## config.mk

```make
export PLATFORM = sky130hd
export DESIGN_NAME = page_window_fetcher_flat
export DESIGN_NICKNAME = d
export VERILOG_FILES = /design/src/rtl/page_pkg.sv /design/src/rtl/page_window_fetcher_if.sv /design/src/rtl/page_window_fetcher_tap_addr_gen.sv /design/src/rtl/page_window_fetcher.sv /design/src/flat_wrapper.sv
export SDC_FILE = /design/constraint.sdc
export NUM_CORES = 1
export LEC_CHECK = 0
export ABC_CLOCK_PERIOD_IN_PS = 5600
export BUFFER_PORTS_ARGS = -buffer_cell sky130_fd_sc_hd__buf_2
export CELL_PAD_IN_SITES_DETAIL_PLACEMENT = 1
export CELL_PAD_IN_SITES_GLOBAL_PLACEMENT = 1
export CORE_ASPECT_RATIO = 1.4
export CORE_MARGIN = 2
export CORE_UTILIZATION = 43
export CTS_BUF_LIST = sky130_fd_sc_hd__clkbuf_2
export CTS_CLUSTER_DIAMETER = 60
export DETAILED_ROUTE_END_ITERATION = 10
export PLACE_DENSITY = 0.8
export SLEW_MARGIN = 25
export SYNTH_ARGS = -nofsm -noshare
export SYNTH_HDL_FRONTEND = slang
export SYNTH_SLANG_ARGS = --single-unit
```

## constraint.sdc

```tcl
create_clock -name clk -period 5.6 [get_ports clk]
set_clock_uncertainty 0.1 [all_clocks]
set_input_delay 1.68 -clock clk [delete_from_list [all_inputs] [get_ports clk]]
set_output_delay 1.68 -clock clk [all_outputs]
set_load 0.05 [all_outputs]
```

## src/rtl/page_pkg.sv

```systemverilog
// Shared constants and FSM state type for the image page window fetcher.
package page_pkg;

    localparam int unsigned IMG_W  = 640;
    localparam int unsigned IMG_H  = 640;
    localparam int unsigned ADDR_W = 25;
    localparam int unsigned DATA_W = 8;
    localparam int unsigned CRD_W  = 10;
    localparam int unsigned KTAPS  = 9;

    typedef enum logic {
        IDLE,
        FETCH
    } state_t;

endpackage

```

## src/rtl/page_window_fetcher_if.sv

```systemverilog
// Loader, conv-engine and page-RAM signals of the window fetcher.
interface page_window_fetcher_if #(
    parameter int unsigned ADDR_W = page_pkg::ADDR_W,
    parameter int unsigned DATA_W = page_pkg::DATA_W,
    parameter int unsigned CRD_W  = page_pkg::CRD_W
);

    logic              wr_valid;
    logic              wr_ready;
    logic [ADDR_W-1:0] wr_addr;
    logic [DATA_W-1:0] wr_data;

    logic              win_valid;
    logic              win_ready;
    logic [CRD_W-1:0]  win_row;
    logic [CRD_W-1:0]  win_col;
    logic              win_err;

    logic              pix_valid;
    logic [DATA_W-1:0] pix_data;
    logic [3:0]        pix_idx;
    logic              pix_last;
    logic              busy;

    logic [ADDR_W-1:0] mem_addr;
    logic [DATA_W-1:0] mem_wdata;
    logic              mem_we;
    logic              mem_re;
    logic [DATA_W-1:0] mem_rdata;

    modport slave (
        input  wr_valid, wr_addr, wr_data,
        input  win_valid, win_row, win_col,
        input  mem_rdata,
        output wr_ready, win_ready, win_err,
        output pix_valid, pix_data, pix_idx, pix_last, busy,
        output mem_addr, mem_wdata, mem_we, mem_re
    );

    modport master (
        output wr_valid, wr_addr, wr_data,
        output win_valid, win_row, win_col,
        output mem_rdata,
        input  wr_ready, win_ready, win_err,
        input  pix_valid, pix_data, pix_idx, pix_last, busy,
        input  mem_addr, mem_wdata, mem_we, mem_re
    );

endinterface

```

## src/rtl/page_window_fetcher_tap_addr_gen.sv

```systemverilog
// Walks the nine 3x3 taps in raster order: tap index, bounds check and running page address.
module tap_addr_gen #(
    parameter int unsigned IMG_W  = page_pkg::IMG_W,
    parameter int unsigned IMG_H  = page_pkg::IMG_H,
    parameter int unsigned ADDR_W = page_pkg::ADDR_W,
    parameter int unsigned CRD_W  = page_pkg::CRD_W
) (
    input  logic              clk,
    input  logic              rst,
    input  logic              run,
    input  logic [CRD_W-1:0]  row_i,
    input  logic [CRD_W-1:0]  col_i,
    input  logic [ADDR_W-1:0] base_i,
    output logic [3:0]        k_o,
    output logic              inb_o,
    output logic              last_o,
    output logic [ADDR_W-1:0] addr_o
);
    import page_pkg::*;

    logic [3:0]        k_q, k_d;
    logic [ADDR_W-1:0] addr_q, addr_d;
    logic [1:0]        dr_sel, dc_sel;
    logic              row_ok, col_ok;

    always_comb begin
        // dr_sel/dc_sel: 0 -> -1, 1 -> 0, 2 -> +1
        if (k_q >= 4'd6) begin
            dr_sel = 2'd2;
            dc_sel = 2'(k_q - 4'd6);
        end else if (k_q >= 4'd3) begin
            dr_sel = 2'd1;
            dc_sel = 2'(k_q - 4'd3);
        end else begin
            dr_sel = 2'd0;
            dc_sel = k_q[1:0];
        end

        row_ok = !((dr_sel == 2'd0 && row_i == '0) ||
                   (dr_sel == 2'd2 && 32'(row_i) == IMG_H - 1));
        col_ok = !((dc_sel == 2'd0 && col_i == '0) ||
                   (dc_sel == 2'd2 && 32'(col_i) == IMG_W - 1));
        inb_o  = row_ok && col_ok;
        last_o = (32'(k_q) == KTAPS - 1);
        addr_o = (k_q == '0) ? base_i : addr_q;

        k_d    = '0;
        addr_d = addr_q;
        if (run) begin
            k_d    = last_o ? '0 : k_q + 4'd1;
            // stepping past the right column jumps to the left column of the next row
            addr_d = addr_o + ((dc_sel == 2'd2) ? ADDR_W'(IMG_W - 2) : ADDR_W'(1));
        end
    end

    always_ff @(posedge clk) begin
        if (!rst) begin
            k_q    <= '0;
            addr_q <= '0;
        end else begin
            k_q    <= k_d;
            addr_q <= addr_d;
        end
    end

    assign k_o = k_q;

endmodule

```

## src/rtl/page_window_fetcher.sv

```systemverilog
// Arbitrates the single page port between loader writes and 3x3 window reads,
// and streams each window as nine zero-padded pixels.
module page_window_fetcher #(
    parameter int unsigned IMG_W  = page_pkg::IMG_W,
    parameter int unsigned IMG_H  = page_pkg::IMG_H,
    parameter int unsigned ADDR_W = page_pkg::ADDR_W,
    parameter int unsigned DATA_W = page_pkg::DATA_W,
    parameter int unsigned CRD_W  = page_pkg::CRD_W
) (
    input  logic                  clk,
    input  logic                  rst,
    page_window_fetcher_if.slave  bus
);
    import page_pkg::*;

    state_t            state_q, state_d;
    logic              last_wr_q, last_wr_d;
    logic [CRD_W-1:0]  row_q, row_d;
    logic [CRD_W-1:0]  col_q, col_d;
    logic [ADDR_W-1:0] base_q, base_d;
    logic              win_err_q, win_err_d;
    logic              p1_valid_q, p1_valid_d;
    logic              p1_pad_q, p1_pad_d;
    logic [3:0]        p1_idx_q, p1_idx_d;
    logic              pix_valid_q, pix_valid_d;
    logic [DATA_W-1:0] pix_data_q, pix_data_d;
    logic [3:0]        pix_idx_q, pix_idx_d;
    logic              pix_last_q, pix_last_d;

    logic              wr_grant, win_grant, win_oob;
    logic [ADDR_W-1:0] base_calc;
    logic [3:0]        tap_k;
    logic              tap_inb, tap_last;
    logic [ADDR_W-1:0] tap_addr;

    tap_addr_gen #(
        .IMG_W  (IMG_W),
        .IMG_H  (IMG_H),
        .ADDR_W (ADDR_W),
        .CRD_W  (CRD_W)
    ) u_tap (
        .clk    (clk),
        .rst    (rst),
        .run    (state_q == FETCH),
        .row_i  (row_q),
        .col_i  (col_q),
        .base_i (base_q),
        .k_o    (tap_k),
        .inb_o  (tap_inb),
        .last_o (tap_last),
        .addr_o (tap_addr)
    );

    always_comb begin
        win_oob   = (32'(bus.win_row) >= IMG_H) || (32'(bus.win_col) >= IMG_W);
        // wraps for row 0 / col 0; only in-bounds taps ever use the result
        base_calc = ADDR_W'(bus.win_row) * ADDR_W'(IMG_W) + ADDR_W'(bus.win_col)
                    - ADDR_W'(IMG_W + 1);

        wr_grant  = 1'b0;
        win_grant = 1'b0;
        if (state_q == IDLE && rst) begin
            wr_grant  = bus.wr_valid && (!bus.win_valid || !last_wr_q);
            win_grant = bus.win_valid && !wr_grant;
        end
        bus.wr_ready  = wr_grant;
        bus.win_ready = win_grant;

        state_d       = state_q;
        last_wr_d     = last_wr_q;
        row_d         = row_q;
        col_d         = col_q;
        base_d        = base_q;
        win_err_d     = 1'b0;
        bus.mem_we    = 1'b0;
        bus.mem_re    = 1'b0;
        bus.mem_addr  = '0;
        bus.mem_wdata = '0;

        if (wr_grant) begin
            bus.mem_we    = 1'b1;
            bus.mem_addr  = bus.wr_addr;
            bus.mem_wdata = bus.wr_data;
            last_wr_d     = 1'b1;
        end

        if (win_grant) begin
            last_wr_d = 1'b0;
            if (win_oob) begin
                win_err_d = 1'b1;
            end else begin
                row_d   = bus.win_row;
                col_d   = bus.win_col;
                base_d  = base_calc;
                state_d = FETCH;
            end
        end

        if (state_q == FETCH) begin
            if (tap_inb) begin
                bus.mem_re   = 1'b1;
                bus.mem_addr = tap_addr;
            end
            if (tap_last) state_d = IDLE;
        end

        p1_valid_d  = (state_q == FETCH);
        p1_pad_d    = !tap_inb;
        p1_idx_d    = (state_q == FETCH) ? tap_k : '0;

        pix_valid_d = p1_valid_q;
        pix_data_d  = (p1_valid_q && !p1_pad_q) ? bus.mem_rdata : '0;
        pix_idx_d   = p1_valid_q ? p1_idx_q : '0;
        pix_last_d  = p1_valid_q && (32'(p1_idx_q) == KTAPS - 1);
    end

    always_ff @(posedge clk) begin
        if (!rst) begin
            state_q     <= IDLE;
            last_wr_q   <= 1'b0;
            row_q       <= '0;
            col_q       <= '0;
            base_q      <= '0;
            win_err_q   <= 1'b0;
            p1_valid_q  <= 1'b0;
            p1_pad_q    <= 1'b0;
            p1_idx_q    <= '0;
            pix_valid_q <= 1'b0;
            pix_data_q  <= '0;
            pix_idx_q   <= '0;
            pix_last_q  <= 1'b0;
        end else begin
            state_q     <= state_d;
            last_wr_q   <= last_wr_d;
            row_q       <= row_d;
            col_q       <= col_d;
            base_q      <= base_d;
            win_err_q   <= win_err_d;
            p1_valid_q  <= p1_valid_d;
            p1_pad_q    <= p1_pad_d;
            p1_idx_q    <= p1_idx_d;
            pix_valid_q <= pix_valid_d;
            pix_data_q  <= pix_data_d;
            pix_idx_q   <= pix_idx_d;
            pix_last_q  <= pix_last_d;
        end
    end

    assign bus.win_err   = win_err_q;
    assign bus.pix_valid = pix_valid_q;
    assign bus.pix_data  = pix_data_q;
    assign bus.pix_idx   = pix_idx_q;
    assign bus.pix_last  = pix_last_q;
    assign bus.busy      = (state_q != IDLE);

endmodule
```

## src/flat_wrapper.sv

```systemverilog
// flat-port wrapper written by rule: the top's interface ports become plain ports
module page_window_fetcher_flat import page_pkg::*;
#(
    parameter int unsigned IMG_W  = page_pkg::IMG_W,
    parameter int unsigned IMG_H  = page_pkg::IMG_H,
    parameter int unsigned ADDR_W = page_pkg::ADDR_W,
    parameter int unsigned DATA_W = page_pkg::DATA_W,
    parameter int unsigned CRD_W  = page_pkg::CRD_W
)
  (clk, rst, bus_wr_valid, bus_wr_addr, bus_wr_data, bus_win_valid, bus_win_row, bus_win_col, bus_mem_rdata, bus_wr_ready, bus_win_ready, bus_win_err, bus_pix_valid, bus_pix_data, bus_pix_idx, bus_pix_last, bus_busy, bus_mem_addr, bus_mem_wdata, bus_mem_we, bus_mem_re);
  page_window_fetcher_if #(.ADDR_W(ADDR_W), .DATA_W(DATA_W), .CRD_W(CRD_W)) bus_i ();
  input  logic clk;
  input  logic rst;
  input wire logic [$bits(bus_i.wr_valid)-1:0] bus_wr_valid;
  input wire logic [$bits(bus_i.wr_addr)-1:0] bus_wr_addr;
  input wire logic [$bits(bus_i.wr_data)-1:0] bus_wr_data;
  input wire logic [$bits(bus_i.win_valid)-1:0] bus_win_valid;
  input wire logic [$bits(bus_i.win_row)-1:0] bus_win_row;
  input wire logic [$bits(bus_i.win_col)-1:0] bus_win_col;
  input wire logic [$bits(bus_i.mem_rdata)-1:0] bus_mem_rdata;
  output wire logic [$bits(bus_i.wr_ready)-1:0] bus_wr_ready;
  output wire logic [$bits(bus_i.win_ready)-1:0] bus_win_ready;
  output wire logic [$bits(bus_i.win_err)-1:0] bus_win_err;
  output wire logic [$bits(bus_i.pix_valid)-1:0] bus_pix_valid;
  output wire logic [$bits(bus_i.pix_data)-1:0] bus_pix_data;
  output wire logic [$bits(bus_i.pix_idx)-1:0] bus_pix_idx;
  output wire logic [$bits(bus_i.pix_last)-1:0] bus_pix_last;
  output wire logic [$bits(bus_i.busy)-1:0] bus_busy;
  output wire logic [$bits(bus_i.mem_addr)-1:0] bus_mem_addr;
  output wire logic [$bits(bus_i.mem_wdata)-1:0] bus_mem_wdata;
  output wire logic [$bits(bus_i.mem_we)-1:0] bus_mem_we;
  output wire logic [$bits(bus_i.mem_re)-1:0] bus_mem_re;
  assign bus_i.wr_valid = bus_wr_valid;
  assign bus_i.wr_addr = bus_wr_addr;
  assign bus_i.wr_data = bus_wr_data;
  assign bus_i.win_valid = bus_win_valid;
  assign bus_i.win_row = bus_win_row;
  assign bus_i.win_col = bus_win_col;
  assign bus_i.mem_rdata = bus_mem_rdata;
  assign bus_wr_ready = bus_i.wr_ready;
  assign bus_win_ready = bus_i.win_ready;
  assign bus_win_err = bus_i.win_err;
  assign bus_pix_valid = bus_i.pix_valid;
  assign bus_pix_data = bus_i.pix_data;
  assign bus_pix_idx = bus_i.pix_idx;
  assign bus_pix_last = bus_i.pix_last;
  assign bus_busy = bus_i.busy;
  assign bus_mem_addr = bus_i.mem_addr;
  assign bus_mem_wdata = bus_i.mem_wdata;
  assign bus_mem_we = bus_i.mem_we;
  assign bus_mem_re = bus_i.mem_re;
  page_window_fetcher #(.IMG_W(IMG_W), .IMG_H(IMG_H), .ADDR_W(ADDR_W), .DATA_W(DATA_W), .CRD_W(CRD_W)) u_core (.clk(clk), .rst(rst), .bus(bus_i));
endmodule
```

==> impl_metrics.tcl, run 1 <==
set metrics [dict create \
    timing.final.crit_period_ns 5.33 \
    area_growth_pct 13.6 \
    die_w_um 106 \
    grt_pass1_wl_um 30300 \
    critical_path_required_ns 3.82 \
    critPathMaxFanout 17 \
    grt.met1_usage_pct 27.4 \
    reg2reg_depth 16 \
    finalPower_mw 1.54 \
    wl_per_cell_um 16.9 \
    ys.flop_type "dfxtp_1" \
    ant_nets 0 \
    crit_type "reg2out" \
    irDropWorstVdd_mv 0.0952 \
    hp-class "reg2reg" \
    drv_slew 0 \
    cts_hold_buf 0 \
    period_share_pct 95.1 \
    place_hpwl_um 13800 \
    syn_nets 880 \
    drv_cap 0 \
    drt-total-wl_um 18000 \
    rsz0062_at_grt "no" \
    fin_nets 974 \
    synth_edf_count 0 \
    io_buffers 117 \
    initial_core_util_pct 43.8 \
    crit_path_end_kind "output port" \
    coreArea_um2 14400 \
    syn_avg_cell_area_um2 8.06 \
    path_clk_slew_ns 0.30 \
    gp_congestion 0.843 \
    grt.overflow.total 0 \
    tns_ns 0 \
    async_flop_share_pct 0 \
    grt_max_degree 81 \
    drive_gt1_share_pct 19.1 \
    grt.met3_usage_pct 3.42 \
    first_pass_iters 4 \
    clockRootBuffer "clkbuf_2" \
    clock_latency_ns 0.62 \
    dieArea_um2 15600 \
    dp.cells 1053 \
    cts_max_level 3 \
    most-common-layout-cells "129 x nand2_1, 117 x buf_2, 96 x dfxtp_1" \
    cts_buffers 9 \
    route.detailed.drc 0 \
    finalHoldViolCount 0 \
    ios 118 \
    cellPowerDensity_nw_per_um2 215 \
    ys_ff_latch 97 \
    synth_seq_area_share_pct 30.8 \
    min_delay_path_depth 1 \
    synth.cell_area_um2 6300 \
    final_common_cell "nand2_1" \
    num_vias 6085 \
    grt_pass1_vias 6326 \
    slew_headroom_pct 38.9 \
    num_rows 52 \
    dp_slack_ns 0.347 \
    top_usage_layer "met2" \
    yosys_warnings 0 \
    antenna_found_initial 1 \
    cp.arrival_ns 3.55 \
    dr.first_iter.drc_count 211 \
    tritoncts "built" \
    via_per_inst 5.69 \
    met2_usage_pct 43.2 \
    maxClockFrequency_ghz 0.188 \
    yosysUniqueCellTypes 84 \
    outcome "finished, final reports clean" \
    clock_sinks 97 \
    worstSetupStartpointType "flip-flop" \
    syn_inst 781 \
    die_h_um 147 \
    worst_pin_slew_ns 0.915 \
    final_cells 1070 \
    clockBufferDepth 2 \
    leakagePower_nw 3.15 \
    track_usage_pct 23.7 \
    setup_viol 0 \
    fin_ws_ns 0.272 \
]
[state kept, by name (all words and copies together) (netlist names)]
signal / flops
u_core.p1_valid_q: 1
u_core.bus.busy: 1
u_core.u_tap.k_o: 4
u_core.last_wr_q: 1
u_core.bus.win_err: 1
u_core.bus.pix_last: 1
u_core.p1_pad_q: 1
u_core.col_q: 10
u_core.row_q: 10
u_core.bus.pix_valid: 1
u_core.u_tap.addr_q: 25
u_core.bus.pix_data: 8
u_core.p1_idx_q: 4
u_core.base_q: 25
u_core.bus.pix_idx: 4
[final cells by class]
type | instances | area, um2
clock inverters | 7 | 86.3
repair buffers | 127 | 661
clock buffers | 9 | 45.0
multi-input cells | 619 | 4100
diodes | 1 | 2.50
well taps | 189 | 236
inverters | 21 | 78.8
flip-flops and latches | 97 | 1940
fillers | 1837 | 7230
[worst max-delay path: stages (launching register included)]
cell and delay (ns):
dfxtp_1 0.50, inv_1 0.12, ha_1 0.35, a21oi_1 0.16, nor2_1 0.09, o31ai_2 0.42
mux2i_1 0.14, a31oi_1 0.35, nand2_2 0.26, o21ai_0 0.25, buf_2 0.29
[metal layers]
layer  share of wire [%]  up-vias
li1                    -     2974
met1                  41     2931
met2                  52      150
met3                 4.2       30
met4                 2.7        0
met5                   0        -
[Yosys cell counts (4+ instances only)]
library cell / instances / area (um2)
nand3_1: 36 / 180
nand4_1: 9 / 56.3
o21ai_0: 39 / 195
buf_2: 4 / 20.0
a21o_1: 9 / 67.6
xnor2_1: 25 / 219
a211oi_1: 4 / 30.0
and3_1: 14 / 87.6
a21boi_1: 4 / 30.0
o21ai_1: 8 / 40.0
nor3b_1: 5 / 37.5
or3_1: 5 / 31.3
a31oi_1: 10 / 62.6
o31ai_1: 5 / 37.5
nor4_1: 5 / 31.3
clkbuf_1: 34 / 128
a21boi_0: 27 / 203
ha_1: 31 / 388
a32o_1: 10 / 100
nor3_1: 10 / 50.1
o211a_1: 11 / 110
mux2i_1: 22 / 220
inv_1: 21 / 78.8
dfxtp_1: 97 / 1940
nor2_1: 35 / 131
nor2b_1: 16 / 100
and2_1: 29 / 181
a21oi_1: 31 / 155
o21a_1: 9 / 67.6
nand2_1: 130 / 488
xor2_1: 9 / 78.8
[cells by family after synthesis]
kind of cell | Yosys count | share of synthesized area, %
simple gates | 320 | 25.6
compound gates | 206 | 23.2
flops | 97 | 30.8
buf+inv | 65 | 4.37
xor+xnor | 35 | 5.09
fa+ha+maj | 34 | 7.11
mux | 24 | 3.86
[final timing paths]
kind | slack, ns | endpoint | startpoint
worst max-delay path | 0.27 | bus_mem_addr[17] | u_core.u_tap.k_o[0]$_SDFF_PP0_
worst min-delay path | 0.33 | u_core.bus.pix_last$_SDFF_PN0_ | u_core.p1_idx_q[2]$_SDFF_PN0_
worst max register to register | 0.49 | u_core.u_tap.addr_q[17]$_SDFFE_PN0P_ | u_core.u_tap.k_o[0]$_SDFF_PP0_
worst min register to register | 0.33 | u_core.bus.pix_last$_SDFF_PN0_ | u_core.p1_idx_q[2]$_SDFF_PN0_
[metrics by stage]
step,instance area [um2],hold WS [ns],util (%)
after floorplan,6300,0.291,-
after global placement,7010,0.300,48.7
after detailed placement,7010,0.305,48.7
after CTS,7140,0.329,49.7
after global routing,7150,0.327,49.7
final,7150,0.332,49.7
[what timing repair did]
item / 4_1_cts / 5_1_grt
resized for setup: 1 / 2
hold endpoints to repair: 0 / 0
setup buffers: 0 / 0
endpoints found under the setup margin: 16 / 16
[power breakdown]
part	switching (mW)	total, mW	internal [mW]
clock	0.275	0.388	0.112
sequential	0.0150	0.727	0.712
combinational	0.268	0.426	0.159
Note: power is estimated with default switching activity, not from simulation.
==> inputs of run 2 (changes only) <==
--- a/config.mk
+++ b/config.mk
@@ -5,7 +5,7 @@
 export SDC_FILE = /design/constraint.sdc
 export NUM_CORES = 1
 export LEC_CHECK = 0
-export ABC_CLOCK_PERIOD_IN_PS = 5600
+export ABC_CLOCK_PERIOD_IN_PS = 5000
 export BUFFER_PORTS_ARGS = -buffer_cell sky130_fd_sc_hd__buf_2
 export CELL_PAD_IN_SITES_DETAIL_PLACEMENT = 1
 export CELL_PAD_IN_SITES_GLOBAL_PLACEMENT = 1
==> constraint.sdc (replaced) <==
create_clock -name clk -period 5 [get_ports clk]
set_clock_uncertainty 0.1 [all_clocks]
set_input_delay 1.5 -clock clk [delete_from_list [all_inputs] [get_ports clk]]
set_output_delay 1.5 -clock clk [all_outputs]
set_load 0.05 [all_outputs]
==> run 2 against run 1 <==
Hold slack worse by 0.060 ns. Cell area up 0.58%. Sequential power up 12%. Total power up 11%. Critical path depth unchanged. Count of clock-buffer cells in the layout unchanged. Sequential cell count unchanged. First-iteration DRC count up 7.1%. Sequential share of layout area down 0.14 points.
==> impl_metrics.tcl, run 2 (synthesis results as in run 1) <==
set metrics [dict create \
    clock_sinks 97 \
    wl_per_cell_um 17.0 \
    antenna_found_initial 1 \
    ios 118 \
    n_fill_cell 1828 \
    clockBufferDepth 2 \
    num_rows 52 \
    slew_headroom_pct 43.3 \
    cp.arrival_ns 3.18 \
    drt-total-wl_um 18300 \
    cts_max_level 3 \
    die_w_um 106 \
    cts_hold_buf 0 \
    r2r-start "u_core.u_tap.k_o[0]$_SDFF_PP0_" \
    place_hpwl_um 14100 \
    via_per_inst 5.65 \
    hp-start "u_core.p1_idx_q[1]$_SDFF_PN0_" \
    grt_pass1_vias 6296 \
    irDropWorstVdd_mv 0.114 \
    most-common-layout-cells "129 x nand2_1, 114 x buf_2, 95 x dfxtp_1" \
    path_clk_slew_ns 0.31 \
    critPathMaxFanout 10 \
    worstSetupStartpointType "flip-flop" \
    final_common_cell "nand2_1" \
    grt.overflow.total 0 \
    top_regs "u_core.base_q x25, u_core.u_tap.addr_q x25" \
    drive_gt1_share_pct 19.7 \
    grt_max_degree 79 \
    tritoncts "built" \
    crit_path_end_kind "output port" \
    io_buffers 117 \
    setup_viol 0 \
    rsz0062_at_grt "no" \
    critical_path_required_ns 3.40 \
    first_pass_iters 4 \
    cts_buffers 9 \
    gp_congestion 0.849 \
    fin_nets 978 \
    grt_pass1_wl_um 30400 \
    dp.cells 1057 \
    dr.first_iter.drc_count 226 \
    outcome "finished, final reports clean" \
    clockRootBuffer "clkbuf_2" \
    area_growth_pct 14.2 \
    final_cells 1074 \
    finalHoldViolCount 0 \
    cellPowerDensity_nw_per_um2 239 \
    initial_core_util_pct 43.8 \
    period_share_pct 95.7 \
    num_vias 6064 \
    timing.final.crit_period_ns 4.78 \
    regToRegSetupSlack_ns 0.43 \
    crit_type "reg2out" \
    drv_slew 0 \
    hold_end "u_core.bus.pix_last$_SDFF_PN0_" \
    min_delay_path_depth 1 \
    tns_ns 0 \
    worst_pin_slew_ns 0.845 \
    multi_input_area_um2 4100 \
    seqCellArea_um2 1940 \
    drv_cap 0 \
    ant_nets 0 \
    route.detailed.drc 0 \
    clock_latency_ns 0.58 \
    track_usage_pct 23.6 \
    r2r_end "u_core.u_tap.addr_q[20]$_SDFFE_PN0P_" \
    post-route-util_pct 50.0 \
    coreArea_um2 14400 \
    die_h_um 147 \
    hp-class "reg2reg" \
    dieArea_um2 15600 \
    leakagePower_nw 3.18 \
    cts_setup_buffers 0 \
    reg2reg_depth 18 \
    maxClockFrequency_ghz 0.209 \
]
## run 2: changes by cell type in the layout (fill, tap and decap cells not counted), sizes merged
cell / previous run / this run
buf: 127 / 128
clkbuf: 9 / 12
clkinvlp: 1 / 0
inv: 24 / 25
## run 2: final cells by class
cell class	instances	area share [%]
inverter	21	1.10
antenna	1	0.0348
timing repair buffer	131	9.71
clock buffer	9	0.626
sequential	97	27.0
multi-input combinational	619	57.1
clock inverter	7	1.15
tap	189	3.29
## run 2: power by group
group / internal (mW) / switching [mW] / total, mW
Clock: 0.126 / 0.292 / 0.418
Combinational: 0.181 / 0.303 / 0.483
Sequential: 0.797 / 0.0172 / 0.814
## run 2: worst max-delay path by stage
stage                                   start                              to  slack, ns
4_1_cts        u_core.u_tap.k_o[1]$_SDFF_PP0_                bus_mem_addr[12]       0.05
3_5_place_dp                   bus_win_row[1]  u_core.base_q[22]$_SDFFE_PN0P_      -0.17
2_1_floorplan                             rst                bus_mem_addr[15]       0.09
3_3_place_gp                   bus_win_row[1]  u_core.base_q[22]$_SDFFE_PN0P_       0.17
6_report       u_core.u_tap.k_o[0]$_SDFF_PP0_                 bus_mem_addr[9]       0.22
5_1_grt        u_core.u_tap.k_o[0]$_SDFF_PP0_                bus_mem_addr[15]      0.008
## run 2: per-layer routing
layer	wire length (um)	track usage (%)	vias to the layer above	share of wire, %
li1	-	-	2988	-
met1	7770	27.4	2939	43
met2	9580	44.8	119	52
met3	653	2.66	18	3.6
met4	278	6.71	0	1.5
met5	0	0	-	0
## run 2: critical path, stage by stage, from the launching register on
cell     delay, ns
dfxtp_2       0.46
inv_1         0.11
ha_1          0.35
a21oi_1       0.14
nor2_1        0.07
o31ai_1       0.33
mux2i_1       0.15
a31oi_2       0.30
buf_4         0.25
a32o_1        0.19
buf_2         0.27
## run 2: repair_timing
item / 4_1_cts / 5_1_grt
hold endpoints to repair: 0 / 0
setup endpoints to repair: 17 / 24
gates resized for setup: 3 / 8
## run 2: stage by stage
stage / setup WS (ns) / hold slack (ns) / power (mW) / area (um2)
2_1_floorplan: 0.0912 / 0.291 / 1.18 / 6300
3_3_place_gp: 0.174 / 0.299 / 1.29 / 7040
3_5_place_dp: -0.167 / 0.312 / 1.31 / 7040
4_1_cts: 0.0497 / 0.285 / 1.74 / 7170
5_1_grt: 0.00841 / 0.301 / 1.82 / 7190
6_report: 0.216 / 0.272 / 1.72 / 7190
